`src/rtl/alu_pkg.sv`:
```
// Shared types and decode constants for the execute-stage ALU and its
// iterative multiply/divide datapath.
package alu_pkg;

  typedef enum logic [4:0] {
    OP_ADD    = 5'd0,
    OP_SUB    = 5'd1,
    OP_AND    = 5'd2,
    OP_OR     = 5'd3,
    OP_XOR    = 5'd4,
    OP_SLL    = 5'd5,
    OP_SRL    = 5'd6,
    OP_SRA    = 5'd7,
    OP_SLT    = 5'd8,
    OP_SLTU   = 5'd9,
    OP_MUL    = 5'd16,
    OP_MULH   = 5'd17,
    OP_MULHSU = 5'd18,
    OP_MULHU  = 5'd19,
    OP_DIV    = 5'd20,
    OP_DIVU   = 5'd21,
    OP_REM    = 5'd22,
    OP_REMU   = 5'd23
  } alu_op_e;

  localparam logic [1:0] ALUOP_ADD   = 2'b00;
  localparam logic [1:0] ALUOP_SUB   = 2'b01;
  localparam logic [1:0] ALUOP_RTYPE = 2'b10;
  localparam logic [1:0] ALUOP_ITYPE = 2'b11;

  localparam logic [6:0] FUNCT7_ALT    = 7'b0100000;
  localparam logic [6:0] FUNCT7_MULDIV = 7'b0000001;

  typedef enum logic [1:0] {
    ST_IDLE = 2'd0,
    ST_MUL  = 2'd1,
    ST_DIV  = 2'd2
  } state_e;

  // M-extension ops occupy the upper half of the code space.
  function automatic logic is_muldiv(input alu_op_e op);
    return op[4];
  endfunction

endpackage

```
`src/rtl/alu_muldiv_iter.sv`:
```
// Iterative radix-2 multiplier (shift-add) and restoring divider on operand
// magnitudes; one iteration per clock, XLEN iterations per operation.
module alu_muldiv_iter
  import alu_pkg::*;
#(
  parameter int XLEN = 32
) (
  input  logic            clk,
  input  logic            rst,
  input  logic            start,
  input  logic [2:0]      fn,
  input  logic [XLEN-1:0] a,
  input  logic [XLEN-1:0] b,
  output logic            done,
  output logic [XLEN-1:0] result
);

  localparam int CNT_W = $clog2(XLEN);
  localparam logic [CNT_W-1:0] CNT_LAST = CNT_W'(XLEN - 1);

  function automatic logic [XLEN-1:0] neg_if(input logic [XLEN-1:0] v, input logic n);
    return n ? -v : v;
  endfunction

  function automatic logic [2*XLEN-1:0] neg_wide_if(input logic [2*XLEN-1:0] v, input logic n);
    return n ? -v : v;
  endfunction

  logic                 busy_p1;
  logic [CNT_W-1:0]     cnt_p1;
  logic                 is_div_p1;
  logic                 hi_sel_p1;
  logic                 neg_p_p1;
  logic                 neg_r_p1;
  logic [XLEN-1:0]      opnd_p1;
  logic [2*XLEN-1:0]    work_p1;
  logic [2*XLEN-1:0]    work_nxt;
  logic                 sa;
  logic                 sb;
  logic [XLEN:0]        mul_sum;
  logic [XLEN:0]        div_tmp;
  logic [XLEN:0]        div_diff;
  logic                 div_ge;
  logic [2*XLEN-1:0]    prod;
  logic [XLEN-1:0]      quot;
  logic [XLEN-1:0]      rmd;

  // Divide: signed unless fn[0]. Multiply: MULHU unsigned both, MULHSU unsigned b.
  always_comb begin
    sa = a[XLEN-1] & (fn[2] ? ~fn[0] : ~(fn[1] & fn[0]));
    sb = b[XLEN-1] & (fn[2] ? ~fn[0] : ~fn[1]);
  end

  always_ff @(posedge clk) begin
    if (rst) begin
      busy_p1 <= 1'b0;
      cnt_p1  <= '0;
    end else if (start) begin
      busy_p1 <= 1'b1;
      cnt_p1  <= '0;
    end else if (busy_p1) begin
      if (cnt_p1 == CNT_LAST) busy_p1 <= 1'b0;
      cnt_p1 <= cnt_p1 + 1'b1;
    end
  end

  // work holds {acc, multiplier} for MUL and {remainder, dividend/quotient} for DIV.
  always_ff @(posedge clk) begin
    if (start) begin
      work_p1   <= {{XLEN{1'b0}}, neg_if(a, sa)};
      opnd_p1   <= neg_if(b, sb);
      is_div_p1 <= fn[2];
      hi_sel_p1 <= fn[2] ? fn[1] : (fn[1:0] != 2'b00);
      neg_p_p1  <= sa ^ sb;
      neg_r_p1  <= sa;
    end else if (busy_p1) begin
      work_p1 <= work_nxt;
    end
  end

  always_comb begin
    mul_sum  = {1'b0, work_p1[2*XLEN-1:XLEN]} + {1'b0, opnd_p1};
    div_tmp  = work_p1[2*XLEN-1:XLEN-1];
    div_diff = div_tmp - {1'b0, opnd_p1};
    div_ge   = (div_tmp >= {1'b0, opnd_p1});
    if (is_div_p1)
      work_nxt = {(div_ge ? div_diff[XLEN-1:0] : div_tmp[XLEN-1:0]), work_p1[XLEN-2:0], div_ge};
    else if (work_p1[0])
      work_nxt = {mul_sum, work_p1[XLEN-1:1]};
    else
      work_nxt = {1'b0, work_p1[2*XLEN-1:1]};
  end

  // The final iteration's value is signed-corrected combinationally so the
  // top can register it on the same edge that completes the operation.
  always_comb begin
    prod = neg_wide_if(work_nxt, neg_p_p1);
    quot = neg_if(work_nxt[XLEN-1:0], neg_p_p1);
    rmd  = neg_if(work_nxt[2*XLEN-1:XLEN], neg_r_p1);
    if (is_div_p1)
      result = hi_sel_p1 ? rmd : quot;
    else
      result = hi_sel_p1 ? prod[2*XLEN-1:XLEN] : prod[XLEN-1:0];
    done = busy_p1 & (cnt_p1 == CNT_LAST);
  end

endmodule

```
`src/rtl/alu_exec_unit.sv`:
```
// Execute-stage ALU: decodes ALUOp/funct3/funct7 (with optional RV32M), runs
// base ops in one registered cycle and MUL/DIV/REM on an iterative datapath.
module alu_exec_unit
  import alu_pkg::*;
#(
  parameter int XLEN    = 32,
  parameter int SHAMT_W = $clog2(XLEN),
  parameter bit M_EXT   = 1'b1
) (
  input  logic            clk,
  input  logic            rst,
  input  logic            in_valid,
  output logic            in_ready,
  input  logic [1:0]      alu_op,
  input  logic [2:0]      funct3,
  input  logic [6:0]      funct7,
  input  logic [XLEN-1:0] a,
  input  logic [XLEN-1:0] b,
  output logic            out_valid,
  output logic [XLEN-1:0] result,
  output logic            zero
);

  state_e                  state;
  state_e                  state_nxt;
  alu_op_e                 op_dec;
  logic                    accept;
  logic signed [XLEN-1:0]  a_s;
  logic signed [XLEN-1:0]  b_s;
  logic [SHAMT_W-1:0]      shamt;
  logic [XLEN-1:0]         alu_res;
  logic [XLEN-1:0]         spec_res;
  logic [XLEN-1:0]         res_nxt;
  logic [XLEN-1:0]         mdu_res;
  logic                    is_m;
  logic                    is_div;
  logic                    div_by_zero;
  logic                    div_ovf;
  logic                    special;
  logic                    fin;
  logic                    mdu_start;
  logic                    mdu_done;

  assign a_s      = a;
  assign b_s      = b;
  assign shamt    = b[SHAMT_W-1:0];
  assign in_ready = (state == ST_IDLE) & ~rst;
  assign accept   = in_valid & in_ready;

  always_comb begin
    op_dec = OP_ADD;
    case (alu_op)
      ALUOP_ADD: op_dec = OP_ADD;
      ALUOP_SUB: op_dec = OP_SUB;
      default: begin
        if (M_EXT && alu_op == ALUOP_RTYPE && funct7 == FUNCT7_MULDIV) begin
          op_dec = alu_op_e'({2'b10, funct3});
        end else begin
          case (funct3)
            3'b000:  op_dec = (alu_op == ALUOP_RTYPE && funct7 == FUNCT7_ALT) ? OP_SUB : OP_ADD;
            3'b001:  op_dec = OP_SLL;
            3'b010:  op_dec = OP_SLT;
            3'b011:  op_dec = OP_SLTU;
            3'b100:  op_dec = OP_XOR;
            3'b101:  op_dec = (funct7 == FUNCT7_ALT) ? OP_SRA : OP_SRL;
            3'b110:  op_dec = OP_OR;
            default: op_dec = OP_AND;
          endcase
        end
      end
    endcase
  end

  always_comb begin
    case (op_dec)
      OP_ADD:  alu_res = a + b;
      OP_SUB:  alu_res = a - b;
      OP_AND:  alu_res = a & b;
      OP_OR:   alu_res = a | b;
      OP_XOR:  alu_res = a ^ b;
      OP_SLL:  alu_res = a << shamt;
      OP_SRL:  alu_res = a >> shamt;
      OP_SRA:  alu_res = a_s >>> shamt;
      OP_SLT:  alu_res = {{(XLEN-1){1'b0}}, (a_s < b_s)};
      OP_SLTU: alu_res = {{(XLEN-1){1'b0}}, (a < b)};
      default: alu_res = '0;
    endcase
  end

  // Divide-by-zero and signed overflow bypass the iterative divider entirely.
  always_comb begin
    is_m        = is_muldiv(op_dec);
    is_div      = is_m & op_dec[2];
    div_by_zero = (b == '0);
    div_ovf     = ~funct3[0] & (a == {1'b1, {(XLEN-1){1'b0}}}) & (b == '1);
    special     = is_div & (div_by_zero | div_ovf);
    if (div_by_zero)
      spec_res = funct3[1] ? a : '1;
    else
      spec_res = funct3[1] ? '0 : a;
  end

  always_comb begin
    state_nxt = state;
    fin       = 1'b0;
    res_nxt   = alu_res;
    mdu_start = 1'b0;
    case (state)
      ST_IDLE: begin
        if (accept) begin
          if (!is_m) begin
            fin = 1'b1;
          end else if (special) begin
            fin     = 1'b1;
            res_nxt = spec_res;
          end else begin
            mdu_start = 1'b1;
            state_nxt = is_div ? ST_DIV : ST_MUL;
          end
        end
      end
      ST_MUL, ST_DIV: begin
        if (mdu_done) begin
          fin       = 1'b1;
          res_nxt   = mdu_res;
          state_nxt = ST_IDLE;
        end
      end
      default: state_nxt = ST_IDLE;
    endcase
  end

  always_ff @(posedge clk) begin
    if (rst) state <= ST_IDLE;
    else     state <= state_nxt;
  end

  // Output stage: result/zero hold until the next completion.
  always_ff @(posedge clk) begin
    if (rst) begin
      out_valid <= 1'b0;
      result    <= '0;
      zero      <= 1'b0;
    end else begin
      out_valid <= fin;
      if (fin) begin
        result <= res_nxt;
        zero   <= (res_nxt == '0);
      end
    end
  end

  alu_muldiv_iter #(
    .XLEN(XLEN)
  ) u_muldiv (
    .clk    (clk),
    .rst    (rst),
    .start  (mdu_start),
    .fn     (funct3),
    .a      (a),
    .b      (b),
    .done   (mdu_done),
    .result (mdu_res)
  );

endmodule

```
`config.mk`:
```
export PLATFORM = sky130hd
export DESIGN_NAME = alu_exec_unit
export DESIGN_NICKNAME = d
export VERILOG_FILES = /design/src/rtl/alu_pkg.sv /design/src/rtl/alu_muldiv_iter.sv /design/src/rtl/alu_exec_unit.sv
export SDC_FILE = /design/constraint.sdc
export NUM_CORES = 1
export LEC_CHECK = 0
export CAP_MARGIN = 20
export CORE_AREA = 2 2 235 237
export DETAILED_ROUTE_END_ITERATION = 10
export DIE_AREA = 0 0 237 239
export PLACE_DENSITY = 0.59
export REMOVE_ABC_BUFFERS = 1
export SLEW_MARGIN = 15
export SYNTH_ARGS = -nofsm -noshare
export SYNTH_HDL_FRONTEND = slang
export SYNTH_SLANG_ARGS = --single-unit
```
`constraint.sdc`:
```
create_clock -name clk -period 9.27 [get_ports clk]
set_input_delay 1.854 -clock clk [delete_from_list [all_inputs] [get_ports clk]]
set_output_delay 1.854 -clock clk [all_outputs]
set_load 0.02 [all_outputs]
```
==> results of run 1 <==
-- per-layer routing --
metal  global-route usage (%)  routed length, µm  vias to the layer above
met5                        0                 41                        -
met1                     55.6              49600                    13600
met2                     72.2              57700                     2212
met3                     11.1              15100                      549
li1                         -                  -                    12100
met4                     33.3              12100                        6
-- power breakdown --
part	switching, µW	internal, µW
registers	43.3	687
logic	1020	507
clock network	312	387
-- flip-flops by register name (all words and copies together) (netlist names), 2 cells and up --
register / count
u_muldiv.cnt_p1: 5
result: 32
u_muldiv.opnd_p1: 32
state: 2
u_muldiv.work_p1: 64
-- worst register-to-register path, delay by kind of cell, from the launching register on --
kind	cells	cell delay (ns)
AND/OR/NAND/NOR	10	3.01
AO/OA/AOI/OAI	8	2.24
adder cells (fa/ha/maj)	2	0.78
buffers and inverters	3	0.58
flip-flops	1	0.52
XOR/XNOR	1	0.32
-- area by class of cell --
type / count / share of cell area, %
clock buffer: 20 / 1.77
multi-input combinational: 2708 / 71.7
timing repair buffer: 192 / 6.64
sequential: 142 / 13.6
inverter: 165 / 2.40
tap: 704 / 3.41
antenna: 4 / 0.0387
clock inverter: 12 / 0.421
-- through the flow --
step | instances | total power (µW) | cell area, µm² | utilization, % | hold WS [ns]
2_1_floorplan | 3015 | 1590 | 22600 | - | 0.443
3_3_place_gp | 3910 | 2180 | 25200 | 46.5 | 0.449
3_5_place_dp | 3910 | 2190 | 25300 | 46.5 | 0.454
4_1_cts | 3942 | 2880 | 25800 | 47.5 | 0.462
5_1_grt | 3943 | 3040 | 25800 | 47.5 | 0.484
6_report | 3947 | 2960 | 25800 | 47.6 | 0.466
-- synth_stat cells, types with 18 or more instances --
cell type,number,area (µm²)
nand3_1,76,380
a21oi_1,274,1370
nand2b_1,33,206
a31oi_1,47,294
o31ai_1,45,338
o22ai_1,40,250
nor4_1,23,144
nor2b_1,21,131
or4_1,22,165
a41oi_1,18,158
mux4_2,27,608
o211ai_1,37,278
or3_1,27,169
ha_1,170,2130
buf_2,29,145
nor3_1,113,566
o21ai_0,182,911
edfxtp_1,68,2040
and3_1,24,150
inv_1,161,604
xnor2_1,131,1150
nand4_1,54,338
nor2_1,361,1360
a221oi_1,20,175
buf_1,30,113
mux2_2,47,529
dfxtp_1,74,1480
nand2_1,266,998
o21bai_1,21,158
a21o_1,39,293
o21a_1,21,158
xor2_1,44,385
mux2i_1,106,1060
a211oi_1,91,683
clkbuf_1,164,616
-- cell families (layout without fill, tap and decap cells) --
family	after synthesis	in the layout	share of synthesized area [%]
AOI/OAI and AO/OA	1051	1051	29.8
DFF	142	142	15.0
muxes	180	180	9.34
and+or+nand+nor	1113	1113	22.8
other	0	4	0
xor gates and xnor gates	175	175	6.51
buffers and inverters	394	389	6.61
adders and majority gates	189	189	10.0
-- how the worst min path moves through the flow --
stage / startpoint / to / depth (start not counted)
floorplan: state[1] / state[1] / 2
detailed placement: result[0] / result[0] / 2
finish: result[0] / result[0] / 2
global placement: result[0] / result[0] / 2
global route: result[0] / result[0] / 2
CTS: result[0] / result[0] / 2
==> impl_metrics.csv, run 1 <==
group,metric,value,unit
outcome,outcome,"complete, no violations",
synth,synth-seq-cells,142,
timing,worst_clock_skew,0.0197,ns
global_route,grt_start_max_net_pins,116,
critical_path,r2r_slack,1.71,ns
critical_path,cp_max_fo,18,
critical_path,cp_top_family,"simple AND/OR/NAND/NOR gates",
routing,wl,135,mm
global_route,grt_pass1_vias,26200,
global_route,antenna_found_initial,10,
critical_path,rr_worst_depth,24,
finish,multi_input_area,0.0185,mm²
floorplanning,initial_core_util,43.3,%
clock_tree,cts_resized,0,
critical_path,path_cells,"inv_1, ha_1, nand4_1, or4_1, a21oi_2, o31ai_4, buf_4, a31oi_1, inv_1, ha_1, o21ai_0, nor2_1, nand4_1, nor4b_1, a31oi_1, nand3b_1, xnor2_1, o211ai_1, or4_1, a2111o_1, or4_1, nor4_2, nand4_1, o32ai_2",
clock_tree,clkTransAtPathRegs,0.07,ns
critical_path,crit_buf_inv,3,
critical_path,timing.rr.end,"zero",
power_and_ir_drop,power.leakage,0.00968,µW
routing,vias,28400,
floorplanning,die_w,237,µm
power_and_ir_drop,power-per-cell-area,115,mW/mm²
clock_tree,clk_latency,0.47,ns
clock_tree,hold_buffers,0,
routing,viasPerCell,7.20,
clock_tree,cts_max_path_buffers,2,
finish,n_fill_cell,5541,
finish,seq_area,0.00352,mm²
placed_design,port_buffers,113,
timing,drv_slew,0,
finish,drive_gt1_share,7.81,%
floorplanning,fp.dieArea,0.0566,mm²
finish,final_common_cell,"nor2_1",
routing,antenna_left,0,
floorplanning,dieHeight,239,µm
timing,max_slew_margin,22.0,%
synth,syn_area_per_cell,7.26,µm²
timing,rsz0062_at_grt,"false",
clock_tree,cts_buffers,17,
finish,area_delta_synth_final,9.76,%
timing,worst-slew-pin-transition,1.16,ns
critical_path,critical_path_class,"flip-flop to flip-flop",
critical_path,worst_setup_path_end_kind,"flip-flop",
finish,layout.nets,3479,
timing,period_needed,7.56,ns
critical_path,critical_path_arrival,7.94,ns
synth,synth_seq_area_share,15.0,%
routing,detail_route.iter0.violations,4383,
timing,hold_violations,0,
critical_path,crit_path_start,"u_muldiv.opnd_p1[21]",
floorplanning,rows,86,
global_route,grt.total_usage,46.2,%
clock_tree,cts_setup_buffers,0,
critical_path,critPathCapture,"zero",
critical_path,slowest_delay,0.64,ns
placed_design,place_ws,1.46,ns
global_route,grt_pass1_wl,189,mm
clock_tree,htreeDepth,4,
routing,dr.pass1.iters,6,
worst_hold_path,hp-class,"flip-flop to flip-flop",
synth,async_flop_share,0,%
timing,setup_viol,0,
floorplanning,core,0.0543,mm²
critical_path,cp.depth,24,
placed_design,place.detailed.hpwl,105,mm
timing,fmax,0.132,GHz
critical_path,cpMaxStageDelayCell,"or4_1",
synth,ys_warn_count,0,
floorplanning,io_pins,114,
timing,period_share,81.6,%
clock_tree,cts_sinks,142,
global_route,grt_overflow_total,0,
routing,drc,0,
synth,netlist_area,0.0235,mm²
synth,synth_cells,3244,
critical_path,rr_startpoint,"u_muldiv.opnd_p1[21]",
power_and_ir_drop,peakVddDrop,0.144,mV
synth,synth_edf_count,68,
finish,mostFrequentLayoutCells,"nor2_1 (360), a21oi_1 (274), nand2_1 (266), o21ai_0 (182), ha_1 (170)",
clock_tree,cts_tree,"built",
timing,setup_ws,1.71,ns
synth,ys.flop_type,"dfxtp_1",
placed_design,gp_congestion,1.16,
flow_run,drv_cap,0,
clock_tree,root_buffer,"clkbuf_16",
critical_path,critical_path_required,9.64,ns
timing,fin_tns_setup,0,ns
synth,synthDistinctLibCells,111,
critical_path,start_kind,"flip-flop",
routing,post_drt_wl_per_cell,34.1,µm
Power figures use the tool's default switching activity.
==> run 2, diff against run 1 <==
Clock period 9.27 ns to 7.6 ns, I/O delays scaled along.
==> impl_metrics.csv, run 2 (same netlist as run 1, synthesis figures left out) <==
group,metric,value,unit
finish,multi_input_area,0.0185,mm²
routing,detail_route.iter0.violations,4505,
critical_path,rr_startpoint,"u_muldiv.opnd_p1[22]",
critical_path,timing.rr.end,"zero",
flow_run,drv_cap,0,
critical_path,critical_path_required,7.97,ns
placed_design,place_area,0.0259,mm²
clock_tree,cts_setup_buffers,0,
routing,viasPerCell,7.15,
routing,post_drt_wl_per_cell,34.6,µm
power_and_ir_drop,peakVddDrop,0.172,mV
worst_hold_path,min_from,"result[0]",
routing,top_layer,"met5",
power_and_ir_drop,power-per-cell-area,141,mW/mm²
global_route,grt_pass1_vias,27300,
timing,max_slew_margin,20.8,%
critical_path,critical_path_arrival,7.50,ns
critical_path,slowest_delay,0.89,ns
global_route,grt_overflow_total,0,
timing,fin_tns_setup,0,ns
finish,seq_area,0.00352,mm²
floorplanning,io_pins,114,
critical_path,worst_setup_path_end_kind,"flip-flop",
global_route,grt_pass1_wl,196,mm
routing,drc,0,
global_route,grt.total_usage,48.0,%
finish,fin_area,0.0265,mm²
floorplanning,core,0.0543,mm²
critical_path,r2r_slack,0.47,ns
clock_tree,cts_max_path_buffers,2,
clock_tree,cts_tree,"built",
critical_path,cp_max_fo,9,
routing,antenna_left,0,
outcome,outcome,"complete, no violations",
finish,layout.nets,3567,
worst_hold_path,hp-class,"flip-flop to flip-flop",
timing,setup_viol,0,
finish,largest_reg_flops,64,
critical_path,critical_path_class,"flip-flop to flip-flop",
routing,dr_wl_met2,60.3,mm
timing,hold_violations,0,
placed_design,gp_congestion,1.12,
timing,rsz0062_at_grt,"false",
clock_tree,htreeDepth,4,
floorplanning,fp.dieArea,0.0566,mm²
placed_design,place_ws,0.427,ns
placed_design,place.detailed.hpwl,112,mm
finish,area_delta_synth_final,12.6,%
worst_hold_path,hold_end,"result[0]",
power_and_ir_drop,power,3740,µW
finish,n_fill_cell,5433,
timing,drv_slew,0,
placed_design,port_buffers,113,
worst_hold_path,hold-path-cell-count,2,
clock_tree,root_buffer,"clkbuf_16",
timing,period_needed,7.13,ns
timing,worst-slew-pin-transition,1.18,ns
finish,largest_registers,"u_muldiv.work_p1: 64 flops, result: 32 flops, u_muldiv.opnd_p1: 32 flops",
global_route,grt_start_max_net_pins,57,
finish,top_register,"u_muldiv.work_p1",
routing,wl,140,mm
clock_tree,hold_buffers,0,
timing,fmax,0.140,GHz
timing,worst_clock_skew,0.0167,ns
floorplanning,rows,86,
clock_tree,clk_latency,0.47,ns
routing,vias,28900,
finish,drive_gt1_share,10.3,%
timing,setup_ws,0.472,ns
critical_path,crit_buf_inv,2,
critical_path,cpMaxStageDelayCell,"o211ai_1",
routing,dr.pass1.iters,6,
clock_tree,cts_resized,0,
critical_path,cp_top_family,"compound AO/OA/AOI/OAI gates",
timing,period_share,93.8,%
routing,wl_met3,15.6,mm
clock_tree,cts_sinks,142,
critical_path,path_cells,"inv_1, ha_1, a21oi_1, o21ai_0, a211oi_1, o211ai_1, o21ai_1, a31oi_1, inv_1, ha_1, nor4b_1, a31oi_1, nand3b_1, xnor2_1, o211ai_1, or4_1, a2111o_1, or4_1, nor4_2, nand4_1, o32ai_2",
power_and_ir_drop,power.leakage,0.0101,µW
critical_path,rr_worst_depth,21,
floorplanning,die_w,237,µm
finish,final_common_cell,"nor2_1",
clock_tree,cts_buffers,17,
clock_tree,clkTransAtPathRegs,0.07,ns
routing,wl_met1,49.5,mm
floorplanning,initial_core_util,43.3,%
floorplanning,dieHeight,239,µm
global_route,antenna_found_initial,21,
critical_path,start_kind,"flip-flop",
finish,mostFrequentLayoutCells,"nor2_1 (360), a21oi_1 (274), nand2_1 (266), o21ai_0 (182), ha_1 (170)",
## run 2: cell types whose count changed in the layout (fill, tap and decap cells not counted), sizes merged
cell    change
inv         +5
clkinv      -3
buf        +87
clkbuf      -1
diode       +3
## run 2: worst reg2reg max path, stage by stage, from the launching register on
cell,delay [ns]
edfxtp_1,0.49
inv_1,0.10
ha_1,0.45
a21oi_1,0.12
o21ai_0,0.28
a211oi_1,0.17
o211ai_1,0.89
o21ai_1,0.31
a31oi_1,0.42
inv_1,0.17
ha_1,0.26
nor4b_1,0.16
a31oi_1,0.25
nand3b_1,0.33
xnor2_1,0.34
o211ai_1,0.13
or4_1,0.62
a2111o_1,0.41
or4_1,0.53
nor4_2,0.17
nand4_1,0.15
o32ai_2,0.28
## run 2: how the worst max path moves through the flow
stage	from	endpoint	slack, ns	depth (start not counted)
after floorplan	b[0]	zero	0.14	16
after global placement	b[5]	zero	0.38	17
after detailed placement	b[5]	zero	0.43	17
after CTS	u_muldiv.opnd_p1[18]	zero	0.84	23
after global routing	u_muldiv.opnd_p1[23]	zero	0.37	21
final	u_muldiv.opnd_p1[22]	zero	0.47	21
## run 2: final cells by class
class | count | share of cell area, %
multi-input cells | 2708 | 69.8
flip-flops and latches | 142 | 13.3
repair buffers | 280 | 8.90
well taps | 704 | 3.32
inverters | 165 | 2.34
clock buffers | 18 | 1.70
clock inverters | 14 | 0.533
diodes | 7 | 0.0661
## run 2: per-stage QoR
stage / hold WS (ns) / util (%) / cells
floorplan: 0.443 / - / 3015
global placement: 0.455 / 47.6 / 3998
detailed placement: 0.465 / 47.6 / 3998
CTS: 0.475 / 48.7 / 4030
global route: 0.498 / 48.8 / 4032
finish: 0.476 / 48.8 / 4038
## run 2: metal layers
metal  vias to the layer above  track usage, %
met5                         -               0
met3                       639            12.1
li1                      12300               -
met2                      2247            75.0
met4                        18            41.7
met1                     13700            54.8
## run 2: where the power goes
group	internal [µW]	leakage (µW)	switching, µW
Combinational	660	0.00857	1300
Sequential	837	0.00123	53.9
Clock	481	0.000292	410
